File: config.mk
export PLATFORM = sky130hd
export DESIGN_NAME = tlul_simple_master_flat
export DESIGN_NICKNAME = d
export VERILOG_FILES = /design/src/rtl/tlul_pkg.sv /design/src/rtl/tlul_simple_master_if.sv /design/src/rtl/tlul_timeout_ctr.sv /design/src/rtl/tlul_simple_master.sv /design/src/flat_wrapper.sv
export SDC_FILE = /design/constraint.sdc
export NUM_CORES = 1
export LEC_CHECK = 0
export CAP_MARGIN = 20
export CELL_PAD_IN_SITES_DETAIL_PLACEMENT = 1
export CELL_PAD_IN_SITES_GLOBAL_PLACEMENT = 1
export CORE_ASPECT_RATIO = 1.2
export CORE_MARGIN = 3
export CORE_UTILIZATION = 29
export CTS_CLUSTER_SIZE = 12
export DETAILED_ROUTE_END_ITERATION = 16
export MAX_ROUTING_LAYER = met4
export PLACE_DENSITY = 0.87
export SYNTH_ARGS = -nofsm -noshare
export SYNTH_HDL_FRONTEND = slang
export SYNTH_SLANG_ARGS = --single-unit
export TNS_END_PERCENT = 100
File: constraint.sdc
create_clock -name tlm_clock_i -period 5.3 [get_ports tlm_clock_i]
set_input_delay 0.795 -clock tlm_clock_i [delete_from_list [all_inputs] [get_ports tlm_clock_i]]
set_output_delay 0.795 -clock tlm_clock_i [all_outputs]
set_load 0.1 [all_outputs]
File: src/rtl/tlul_pkg.sv
// Shared TL-UL opcodes, sizes and master FSM state for tlul_simple_master.
package tlul_pkg;

  localparam int unsigned TL_DW = 32;
  localparam int unsigned TL_MW = 4;

  localparam logic [2:0] TL_PUT_FULL    = 3'd0;
  localparam logic [2:0] TL_PUT_PARTIAL = 3'd1;
  localparam logic [2:0] TL_GET         = 3'd4;

  localparam logic [2:0] TL_ACK         = 3'd0;
  localparam logic [2:0] TL_ACK_DATA    = 3'd1;

  // Every request is a single 32-bit word: log2(4 bytes).
  localparam logic [3:0] TL_SIZE_WORD   = 4'd2;

  typedef enum logic [1:0] {
    ST_IDLE   = 2'd0,
    ST_A_SEND = 2'd1,
    ST_D_WAIT = 2'd2,
    ST_RESP   = 2'd3
  } master_state_e;

endpackage

File: src/rtl/tlul_simple_master_if.sv
// TL-UL A/D channel bundle between an initiator (master) and a responder (slave).
interface tlul_simple_master_if #(
  parameter int unsigned TL_RS = 4,
  parameter int unsigned AW    = 32
) ();

  logic [2:0]       tlm_a_opcode;
  logic [2:0]       tlm_a_param;
  logic [3:0]       tlm_a_size;
  logic [TL_RS-1:0] tlm_a_source;
  logic [AW-1:0]    tlm_a_address;
  logic [3:0]       tlm_a_mask;
  logic [31:0]      tlm_a_data;
  logic             tlm_a_corrupt;
  logic             tlm_a_valid;
  logic             tlm_a_ready;

  logic [2:0]       tlm_d_opcode;
  logic [1:0]       tlm_d_param;
  logic [3:0]       tlm_d_size;
  logic [TL_RS-1:0] tlm_d_source;
  logic             tlm_d_denied;
  logic [31:0]      tlm_d_data;
  logic             tlm_d_corrupt;
  logic             tlm_d_valid;
  logic             tlm_d_ready;

  modport master (
    output tlm_a_opcode, tlm_a_param, tlm_a_size, tlm_a_source, tlm_a_address,
           tlm_a_mask, tlm_a_data, tlm_a_corrupt, tlm_a_valid, tlm_d_ready,
    input  tlm_a_ready, tlm_d_opcode, tlm_d_param, tlm_d_size, tlm_d_source,
           tlm_d_denied, tlm_d_data, tlm_d_corrupt, tlm_d_valid
  );

  modport slave (
    input  tlm_a_opcode, tlm_a_param, tlm_a_size, tlm_a_source, tlm_a_address,
           tlm_a_mask, tlm_a_data, tlm_a_corrupt, tlm_a_valid, tlm_d_ready,
    output tlm_a_ready, tlm_d_opcode, tlm_d_param, tlm_d_size, tlm_d_source,
           tlm_d_denied, tlm_d_data, tlm_d_corrupt, tlm_d_valid
  );

endinterface

File: src/rtl/tlul_timeout_ctr.sv
// D-channel wait counter: cleared by load, counts while enabled, flags LIMIT-1.
module tlul_timeout_ctr #(
  parameter int unsigned LIMIT = 1024
) (
  input  logic clk,
  input  logic rst,
  input  logic load,
  input  logic enable,
  output logic expire_c
);

  localparam int unsigned CW = $clog2(LIMIT);

  logic [CW-1:0] cnt_q;

  always_ff @(posedge clk) begin
    if (rst) begin
      cnt_q <= '0;
    end else if (load) begin
      cnt_q <= '0;
    end else if (enable) begin
      cnt_q <= cnt_q + CW'(1);
    end
  end

  assign expire_c = enable && (cnt_q == CW'(LIMIT - 1));

endmodule

File: src/rtl/tlul_simple_master.sv
// Single-outstanding TL-UL initiator bridging a cmd/rsp handshake to the A/D channels.
// Optional D-wait timeout compiled in with TLUL_MASTER_TIMEOUT_EN.
module tlul_simple_master
  import tlul_pkg::*;
#(
  parameter int unsigned TL_RS          = 4,
  parameter int unsigned AW             = 32,
  parameter int unsigned SOURCE_ID      = 0,
  parameter int unsigned TIMEOUT_CYCLES = 1024
) (
  input  logic                 tlm_clock_i,
  input  logic                 tlm_reset_i,
  input  logic                 cmd_valid_i,
  output logic                 cmd_ready_o,
  input  logic                 cmd_write_i,
  input  logic [AW-1:0]        cmd_addr_i,
  input  logic [TL_DW-1:0]     cmd_wdata_i,
  input  logic [TL_MW-1:0]     cmd_be_i,
  output logic                 rsp_valid_o,
  input  logic                 rsp_ready_i,
  output logic [TL_DW-1:0]     rsp_rdata_o,
  output logic                 rsp_err_o,
  tlul_simple_master_if.master tl
);

  master_state_e    state_q, state_d;
  logic             cmd_ready_q, a_valid_q, d_ready_q, rsp_valid_q;
  logic [2:0]       a_opcode_q, a_opcode_d;
  logic [3:0]       a_size_q, a_size_d;
  logic [TL_RS-1:0] a_source_q, a_source_d;
  logic [AW-1:0]    a_address_q, a_address_d;
  logic [TL_MW-1:0] a_mask_q, a_mask_d;
  logic [TL_DW-1:0] a_data_q, a_data_d;
  logic             is_write_q, is_write_d;
  logic [TL_DW-1:0] rsp_rdata_q, rsp_rdata_d;
  logic             rsp_err_q, rsp_err_d;
  logic             d_match, d_err, to_expire;
  logic             unused_bits;

  assign d_match = tl.tlm_d_valid && d_ready_q && (tl.tlm_d_source == TL_RS'(SOURCE_ID));
  assign d_err   = tl.tlm_d_denied || tl.tlm_d_corrupt ||
                   (is_write_q ? (tl.tlm_d_opcode != TL_ACK) : (tl.tlm_d_opcode != TL_ACK_DATA));

`ifdef TLUL_MASTER_TIMEOUT_EN
  logic a_fire;
  assign a_fire = (state_q == ST_A_SEND) && tl.tlm_a_ready;

  tlul_timeout_ctr #(
    .LIMIT (TIMEOUT_CYCLES)
  ) u_timeout (
    .clk      (tlm_clock_i),
    .rst      (tlm_reset_i),
    .load     (a_fire),
    .enable   (state_q == ST_D_WAIT),
    .expire_c (to_expire)
  );
`else
  localparam int unsigned unused_timeout_cycles = TIMEOUT_CYCLES;
  assign to_expire = 1'b0;
`endif

  // State, request and response registers; handshake outputs are flopped from next state.
  always_ff @(posedge tlm_clock_i) begin
    if (tlm_reset_i) begin
      state_q     <= ST_IDLE;
      cmd_ready_q <= 1'b1;
      a_valid_q   <= 1'b0;
      d_ready_q   <= 1'b1;
      rsp_valid_q <= 1'b0;
      a_opcode_q  <= '0;
      a_size_q    <= '0;
      a_source_q  <= '0;
      a_address_q <= '0;
      a_mask_q    <= '0;
      a_data_q    <= '0;
      is_write_q  <= 1'b0;
      rsp_rdata_q <= '0;
      rsp_err_q   <= 1'b0;
    end else begin
      state_q     <= state_d;
      cmd_ready_q <= (state_d == ST_IDLE);
      a_valid_q   <= (state_d == ST_A_SEND);
      d_ready_q   <= (state_d != ST_RESP);
      rsp_valid_q <= (state_d == ST_RESP);
      a_opcode_q  <= a_opcode_d;
      a_size_q    <= a_size_d;
      a_source_q  <= a_source_d;
      a_address_q <= a_address_d;
      a_mask_q    <= a_mask_d;
      a_data_q    <= a_data_d;
      is_write_q  <= is_write_d;
      rsp_rdata_q <= rsp_rdata_d;
      rsp_err_q   <= rsp_err_d;
    end
  end

  // Next-state and register-update logic; D beats outside D_WAIT are simply accepted and dropped.
  always_comb begin
    state_d     = state_q;
    a_opcode_d  = a_opcode_q;
    a_size_d    = a_size_q;
    a_source_d  = a_source_q;
    a_address_d = a_address_q;
    a_mask_d    = a_mask_q;
    a_data_d    = a_data_q;
    is_write_d  = is_write_q;
    rsp_rdata_d = rsp_rdata_q;
    rsp_err_d   = rsp_err_q;
    case (state_q)
      ST_IDLE: begin
        if (cmd_valid_i) begin
          is_write_d = cmd_write_i;
          if (cmd_write_i && (cmd_be_i == '0)) begin
            rsp_rdata_d = '0;
            rsp_err_d   = 1'b0;
            state_d     = ST_RESP;
          end else begin
            a_opcode_d  = !cmd_write_i ? TL_GET :
                          ((cmd_be_i == 4'hF) ? TL_PUT_FULL : TL_PUT_PARTIAL);
            a_size_d    = TL_SIZE_WORD;
            a_source_d  = TL_RS'(SOURCE_ID);
            a_address_d = {cmd_addr_i[AW-1:2], 2'b00};
            a_mask_d    = cmd_write_i ? cmd_be_i : 4'hF;
            a_data_d    = cmd_write_i ? cmd_wdata_i : '0;
            state_d     = ST_A_SEND;
          end
        end
      end
      ST_A_SEND: begin
        if (tl.tlm_a_ready) state_d = ST_D_WAIT;
      end
      ST_D_WAIT: begin
        if (d_match) begin
          rsp_err_d   = d_err;
          rsp_rdata_d = (d_err || is_write_q) ? '0 : tl.tlm_d_data;
          state_d     = ST_RESP;
        end else if (to_expire) begin
          rsp_err_d   = 1'b1;
          rsp_rdata_d = '0;
          state_d     = ST_RESP;
        end
      end
      ST_RESP: begin
        if (rsp_ready_i) state_d = ST_IDLE;
      end
      default: state_d = ST_IDLE;
    endcase
  end

  assign cmd_ready_o      = cmd_ready_q;
  assign rsp_valid_o      = rsp_valid_q;
  assign rsp_rdata_o      = rsp_rdata_q;
  assign rsp_err_o        = rsp_err_q;

  assign tl.tlm_a_opcode  = a_opcode_q;
  assign tl.tlm_a_param   = 3'd0;
  assign tl.tlm_a_size    = a_size_q;
  assign tl.tlm_a_source  = a_source_q;
  assign tl.tlm_a_address = a_address_q;
  assign tl.tlm_a_mask    = a_mask_q;
  assign tl.tlm_a_data    = a_data_q;
  assign tl.tlm_a_corrupt = 1'b0;
  assign tl.tlm_a_valid   = a_valid_q;
  assign tl.tlm_d_ready   = d_ready_q;

  assign unused_bits = ^{tl.tlm_d_param, tl.tlm_d_size, cmd_addr_i[1:0]};

endmodule

File: src/flat_wrapper.sv
// flat-port wrapper written by rule: the top's interface ports become plain ports
module tlul_simple_master_flat import tlul_pkg::*;
#(
  parameter int unsigned TL_RS          = 4,
  parameter int unsigned AW             = 32,
  parameter int unsigned SOURCE_ID      = 0,
  parameter int unsigned TIMEOUT_CYCLES = 1024
)
  (tlm_clock_i, tlm_reset_i, cmd_valid_i, cmd_ready_o, cmd_write_i, cmd_addr_i, cmd_wdata_i, cmd_be_i, rsp_valid_o, rsp_ready_i, rsp_rdata_o, rsp_err_o, tl_tlm_a_opcode, tl_tlm_a_param, tl_tlm_a_size, tl_tlm_a_source, tl_tlm_a_address, tl_tlm_a_mask, tl_tlm_a_data, tl_tlm_a_corrupt, tl_tlm_a_valid, tl_tlm_d_ready, tl_tlm_a_ready, tl_tlm_d_opcode, tl_tlm_d_param, tl_tlm_d_size, tl_tlm_d_source, tl_tlm_d_denied, tl_tlm_d_data, tl_tlm_d_corrupt, tl_tlm_d_valid);
  tlul_simple_master_if #(.TL_RS(TL_RS), .AW(AW)) tl_i ();
  input  logic tlm_clock_i;
  input  logic tlm_reset_i;
  input  logic cmd_valid_i;
  output logic cmd_ready_o;
  input  logic cmd_write_i;
  input  logic [AW-1:0] cmd_addr_i;
  input  logic [TL_DW-1:0] cmd_wdata_i;
  input  logic [TL_MW-1:0] cmd_be_i;
  output logic rsp_valid_o;
  input  logic rsp_ready_i;
  output logic [TL_DW-1:0] rsp_rdata_o;
  output logic rsp_err_o;
  output wire logic [$bits(tl_i.tlm_a_opcode)-1:0] tl_tlm_a_opcode;
  output wire logic [$bits(tl_i.tlm_a_param)-1:0] tl_tlm_a_param;
  output wire logic [$bits(tl_i.tlm_a_size)-1:0] tl_tlm_a_size;
  output wire logic [$bits(tl_i.tlm_a_source)-1:0] tl_tlm_a_source;
  output wire logic [$bits(tl_i.tlm_a_address)-1:0] tl_tlm_a_address;
  output wire logic [$bits(tl_i.tlm_a_mask)-1:0] tl_tlm_a_mask;
  output wire logic [$bits(tl_i.tlm_a_data)-1:0] tl_tlm_a_data;
  output wire logic [$bits(tl_i.tlm_a_corrupt)-1:0] tl_tlm_a_corrupt;
  output wire logic [$bits(tl_i.tlm_a_valid)-1:0] tl_tlm_a_valid;
  output wire logic [$bits(tl_i.tlm_d_ready)-1:0] tl_tlm_d_ready;
  input wire logic [$bits(tl_i.tlm_a_ready)-1:0] tl_tlm_a_ready;
  input wire logic [$bits(tl_i.tlm_d_opcode)-1:0] tl_tlm_d_opcode;
  input wire logic [$bits(tl_i.tlm_d_param)-1:0] tl_tlm_d_param;
  input wire logic [$bits(tl_i.tlm_d_size)-1:0] tl_tlm_d_size;
  input wire logic [$bits(tl_i.tlm_d_source)-1:0] tl_tlm_d_source;
  input wire logic [$bits(tl_i.tlm_d_denied)-1:0] tl_tlm_d_denied;
  input wire logic [$bits(tl_i.tlm_d_data)-1:0] tl_tlm_d_data;
  input wire logic [$bits(tl_i.tlm_d_corrupt)-1:0] tl_tlm_d_corrupt;
  input wire logic [$bits(tl_i.tlm_d_valid)-1:0] tl_tlm_d_valid;
  assign tl_tlm_a_opcode = tl_i.tlm_a_opcode;
  assign tl_tlm_a_param = tl_i.tlm_a_param;
  assign tl_tlm_a_size = tl_i.tlm_a_size;
  assign tl_tlm_a_source = tl_i.tlm_a_source;
  assign tl_tlm_a_address = tl_i.tlm_a_address;
  assign tl_tlm_a_mask = tl_i.tlm_a_mask;
  assign tl_tlm_a_data = tl_i.tlm_a_data;
  assign tl_tlm_a_corrupt = tl_i.tlm_a_corrupt;
  assign tl_tlm_a_valid = tl_i.tlm_a_valid;
  assign tl_tlm_d_ready = tl_i.tlm_d_ready;
  assign tl_i.tlm_a_ready = tl_tlm_a_ready;
  assign tl_i.tlm_d_opcode = tl_tlm_d_opcode;
  assign tl_i.tlm_d_param = tl_tlm_d_param;
  assign tl_i.tlm_d_size = tl_tlm_d_size;
  assign tl_i.tlm_d_source = tl_tlm_d_source;
  assign tl_i.tlm_d_denied = tl_tlm_d_denied;
  assign tl_i.tlm_d_data = tl_tlm_d_data;
  assign tl_i.tlm_d_corrupt = tl_tlm_d_corrupt;
  assign tl_i.tlm_d_valid = tl_tlm_d_valid;
  tlul_simple_master #(.TL_RS(TL_RS), .AW(AW), .SOURCE_ID(SOURCE_ID), .TIMEOUT_CYCLES(TIMEOUT_CYCLES)) u_core (.tlm_clock_i(tlm_clock_i), .tlm_reset_i(tlm_reset_i), .cmd_valid_i(cmd_valid_i), .cmd_ready_o(cmd_ready_o), .cmd_write_i(cmd_write_i), .cmd_addr_i(cmd_addr_i), .cmd_wdata_i(cmd_wdata_i), .cmd_be_i(cmd_be_i), .rsp_valid_o(rsp_valid_o), .rsp_ready_i(rsp_ready_i), .rsp_rdata_o(rsp_rdata_o), .rsp_err_o(rsp_err_o), .tl(tl_i));
endmodule
==> reports/metrics.yaml <==
yosys:
  netlist_area_um2: 4280
  synth-seq-cells: 109
  synth_area_per_cell_um2: 8.59
  synthCells: 498
  synth_warnings: 0
  seq_area_frac_synth: 0.510
  synth.distinct_cells: 32
grt:
  grt_pass1_wl_um: 22600
  grt_max_degree: 64
  grt_use_total: 0.180
  first_global_vias: 4513
  grt-ovfl-total: 0
  antenna_found_initial: 0
clock_tree:
  numCtsBuffers: 9
  cts_resized: 0
  path_clk_slew_ps: 70
  htreeDepth: 3
  clock_sinks: 109
  clk_latency_ps: 340
  cts_buffer_depth: 2
  holdBufCountCts: 0
  cts-root-buf: "clkbuf_16"
  cts_tree: "yes"
  post_cts_buffers: 0
die:
  coreArea_um2: 14400
  rows: 48
  io_pins: 242
  start_util: 0.297
  die-height_um: 139
  die_w_um: 117
  dieArea_um2: 16300
critical_path:
  crit_buf_inv: 2
  crit_type: "in2reg"
  r2r_start: "u_core.state_q[0]"
  path_delay_family: "buffers and inverters"
  cp_data_arrival_time_ps: 3270
  ff2ff_path_depth: 5
  startpoint_type: "input port"
  cp_slowest_stage_delay_ps: 580
  cp_max_fo: 46
  cp.required_ps: 5550
  reg2reg_to: "u_core.tl.tlm_a_data[27]"
  slowest_stage: "a21oi_4"
  crit_chain: "clkdlybuf4s50_1 -> or3b_1 -> a21oi_4 -> buf_4 -> nand3_1 -> a21oi_1"
  rrSetupSlack_ps: 2830
  cp-end-kind: "flop"
worst_hold_path:
  min_from: "u_core.tl.tlm_a_data[19]"
  holdPathStages: 2
  min_path_type: "reg2reg"
  hold_end: "u_core.tl.tlm_a_data[19]"
cells_and_area:
  fin_cells: 873
  fillCellCount: 1680
  final_cell_area_um2: 6780
  drive_above_1_share: 0.0387
  antenna_cells: 0
  fin_nets: 816
  areaGrowthSynthToFinish_pct: 58.4
drt:
  drc_errors: 0
  vias: 4150
  drt_iter0_markers: 183
  wl_per_cell_um: 16.6
  ant_nets: 0
  wirelength_um: 14500
  drt_first_pass_iters: 4
  viasPerCell: 4.75
place:
  dpl_cell_area_um2: 6500
  io_buffer_count: 219
  gp_congestion: 0.747
  dp_hpwl_um: 10800
  dp.cells: 858
flow_run:
  maxCapViolCount: 0
pwr:
  p_per_area_nw_per_um2: 317
  total_leakage_power_uw: 0.00257
  ir_drop_v: 0.000148
timing:
  post-route-period-util: 0.570
  worst_slew_pin_slew_ps: 1050
  finalSetupTns_ps: 0
  max-slew-margin-rel: 0.298
  hold_viol: 0
  min_period_ps: 3020
  finalClockSkew_ps: 9.22
  setup_viol: 0
  grt_setup_unrepaired: "no"
  fmax_mhz: 331
  drv_slew: 0
outcome:
  outcome: "completed"
==> power by group <==
| part | switching, uW | internal [uW] |
|---|---|---|
| combinational | 446 | 184 |
| clock | 309 | 332 |
| sequential | 21.8 | 858 |
==> cells by family after synthesis <==
family	after synthesis	synth area share
other cells	1	0.000876
flops	109	0.510
simple gates	219	0.235
mux	34	0.0795
xor+xnor	1	0.00205
compound gates	78	0.0977
buf+inv	56	0.0746
==> cell usage in the layout (no fill, tap or decap), types with 5 or more instances in the layout <==
cell,n
clkdlybuf4s50_1,218
nand2_1,125
conb_1,14
clkbuf_16,9
dfxtp_1,109
a21oi_1,66
nand2b_1,34
buf_4,5
nand3_1,34
nor2_1,12
mux2i_1,34
==> worst reg2reg max path: stages (launching register included) <==
cell     delay [ps]
dfxtp_1         380
or3b_1          530
a21oi_4         580
buf_4           540
nand3_1         140
a21oi_1         210
==> stage by stage <==
| step | utilization | hold WS [ps] | setup WS, ps | power (uW) |
|---|---|---|---|---|
| 2_1_floorplan | - | 500 | 2790 | 1350 |
| 3_3_place_gp | 0.450 | 438 | 1780 | 1510 |
| 3_5_place_dp | 0.451 | 447 | 1920 | 1530 |
| 4_1_cts | 0.470 | 457 | 2240 | 2180 |
| 5_1_grt | 0.470 | 470 | 2060 | 2250 |
| 6_report | 0.470 | 457 | 2280 | 2150 |
==> cells in the mapped netlist, drive strengths merged <==
cell type / instances / area (um2)
nand3b: 1 / 7.51
or2b: 1 / 11.3
or2: 1 / 6.26
or3b: 1 / 8.76
buf: 18 / 176
o21a: 1 / 7.51
and4b: 1 / 10.0
nand3: 34 / 170
conb: 1 / 3.75
xnor2: 1 / 8.76
or4: 1 / 7.51
nor4: 1 / 6.26
nor2b: 2 / 12.5
a21o: 3 / 22.5
a21oi: 67 / 335
a311o: 1 / 10.0
nand2b: 34 / 213
inv: 4 / 15.0
or4b: 2 / 23.8
nor2: 12 / 45.0
nor3: 2 / 10.0
nand4: 1 / 6.26
a311oi: 2 / 17.5
a211oi: 2 / 15.0
nand2: 125 / 469
dfxtp: 109 / 2180
mux2i: 34 / 340
o21ai: 2 / 10.0
clkbuf: 34 / 128
==> registers in the layout, summed over array words and instances (netlist names) <==
| signal | count |
|---|---|
| u_core.rsp_valid_o | 1 |
| u_core.tl.tlm_d_ready | 1 |
| u_core.cmd_ready_o | 1 |
| u_core.is_write_q | 1 |
| u_core.tl.tlm_a_size | 1 |
| u_core.tl.tlm_a_data | 32 |
| u_core.tl.tlm_a_mask | 4 |
| u_core.tl.tlm_a_valid | 1 |
| u_core.rsp_rdata_o | 32 |
| u_core.tl.tlm_a_address | 30 |
| u_core.tl.tlm_a_opcode | 2 |
| u_core.rsp_err_o | 1 |
| u_core.state_q | 2 |
==> per-layer routing <==
layer / up-vias / track usage / routed length [um]
met1: 1964 / 0.203 / 5990
met5: - / - / 0
met4: 0 / 0.0592 / 286
li1: 1997 / - / -
met3: 20 / 0.0528 / 1030
met2: 169 / 0.301 / 7220
==> how the worst max path moves through the flow <==
stage	cells past startpoint	to	start	slack (ps)
floorplan	6	u_core.rsp_rdata_o[10]	tl_tlm_d_source[1]	2790
global placement	6	u_core.tl.tlm_a_address[27]	cmd_write_i	1780
detailed placement	6	u_core.tl.tlm_a_data[27]	cmd_valid_i	1920
CTS	6	u_core.tl.tlm_a_data[27]	cmd_valid_i	2240
global route	6	u_core.tl.tlm_a_data[27]	cmd_valid_i	2060
finish	6	u_core.tl.tlm_a_data[27]	cmd_valid_i	2280
==> area by class of cell <==
type                    count  area (um2)  share of cell area
clock buffers              10         239              0.0353
clock inverters             5        35.0             0.00517
inverters                   4        15.0             0.00222
multi-input cells         346        1850               0.273
flip-flops and latches    109        2180               0.322
well taps                 175         219              0.0323
repair buffers            224        2240               0.331
Note: power is estimated with default switching activity, not from simulation.
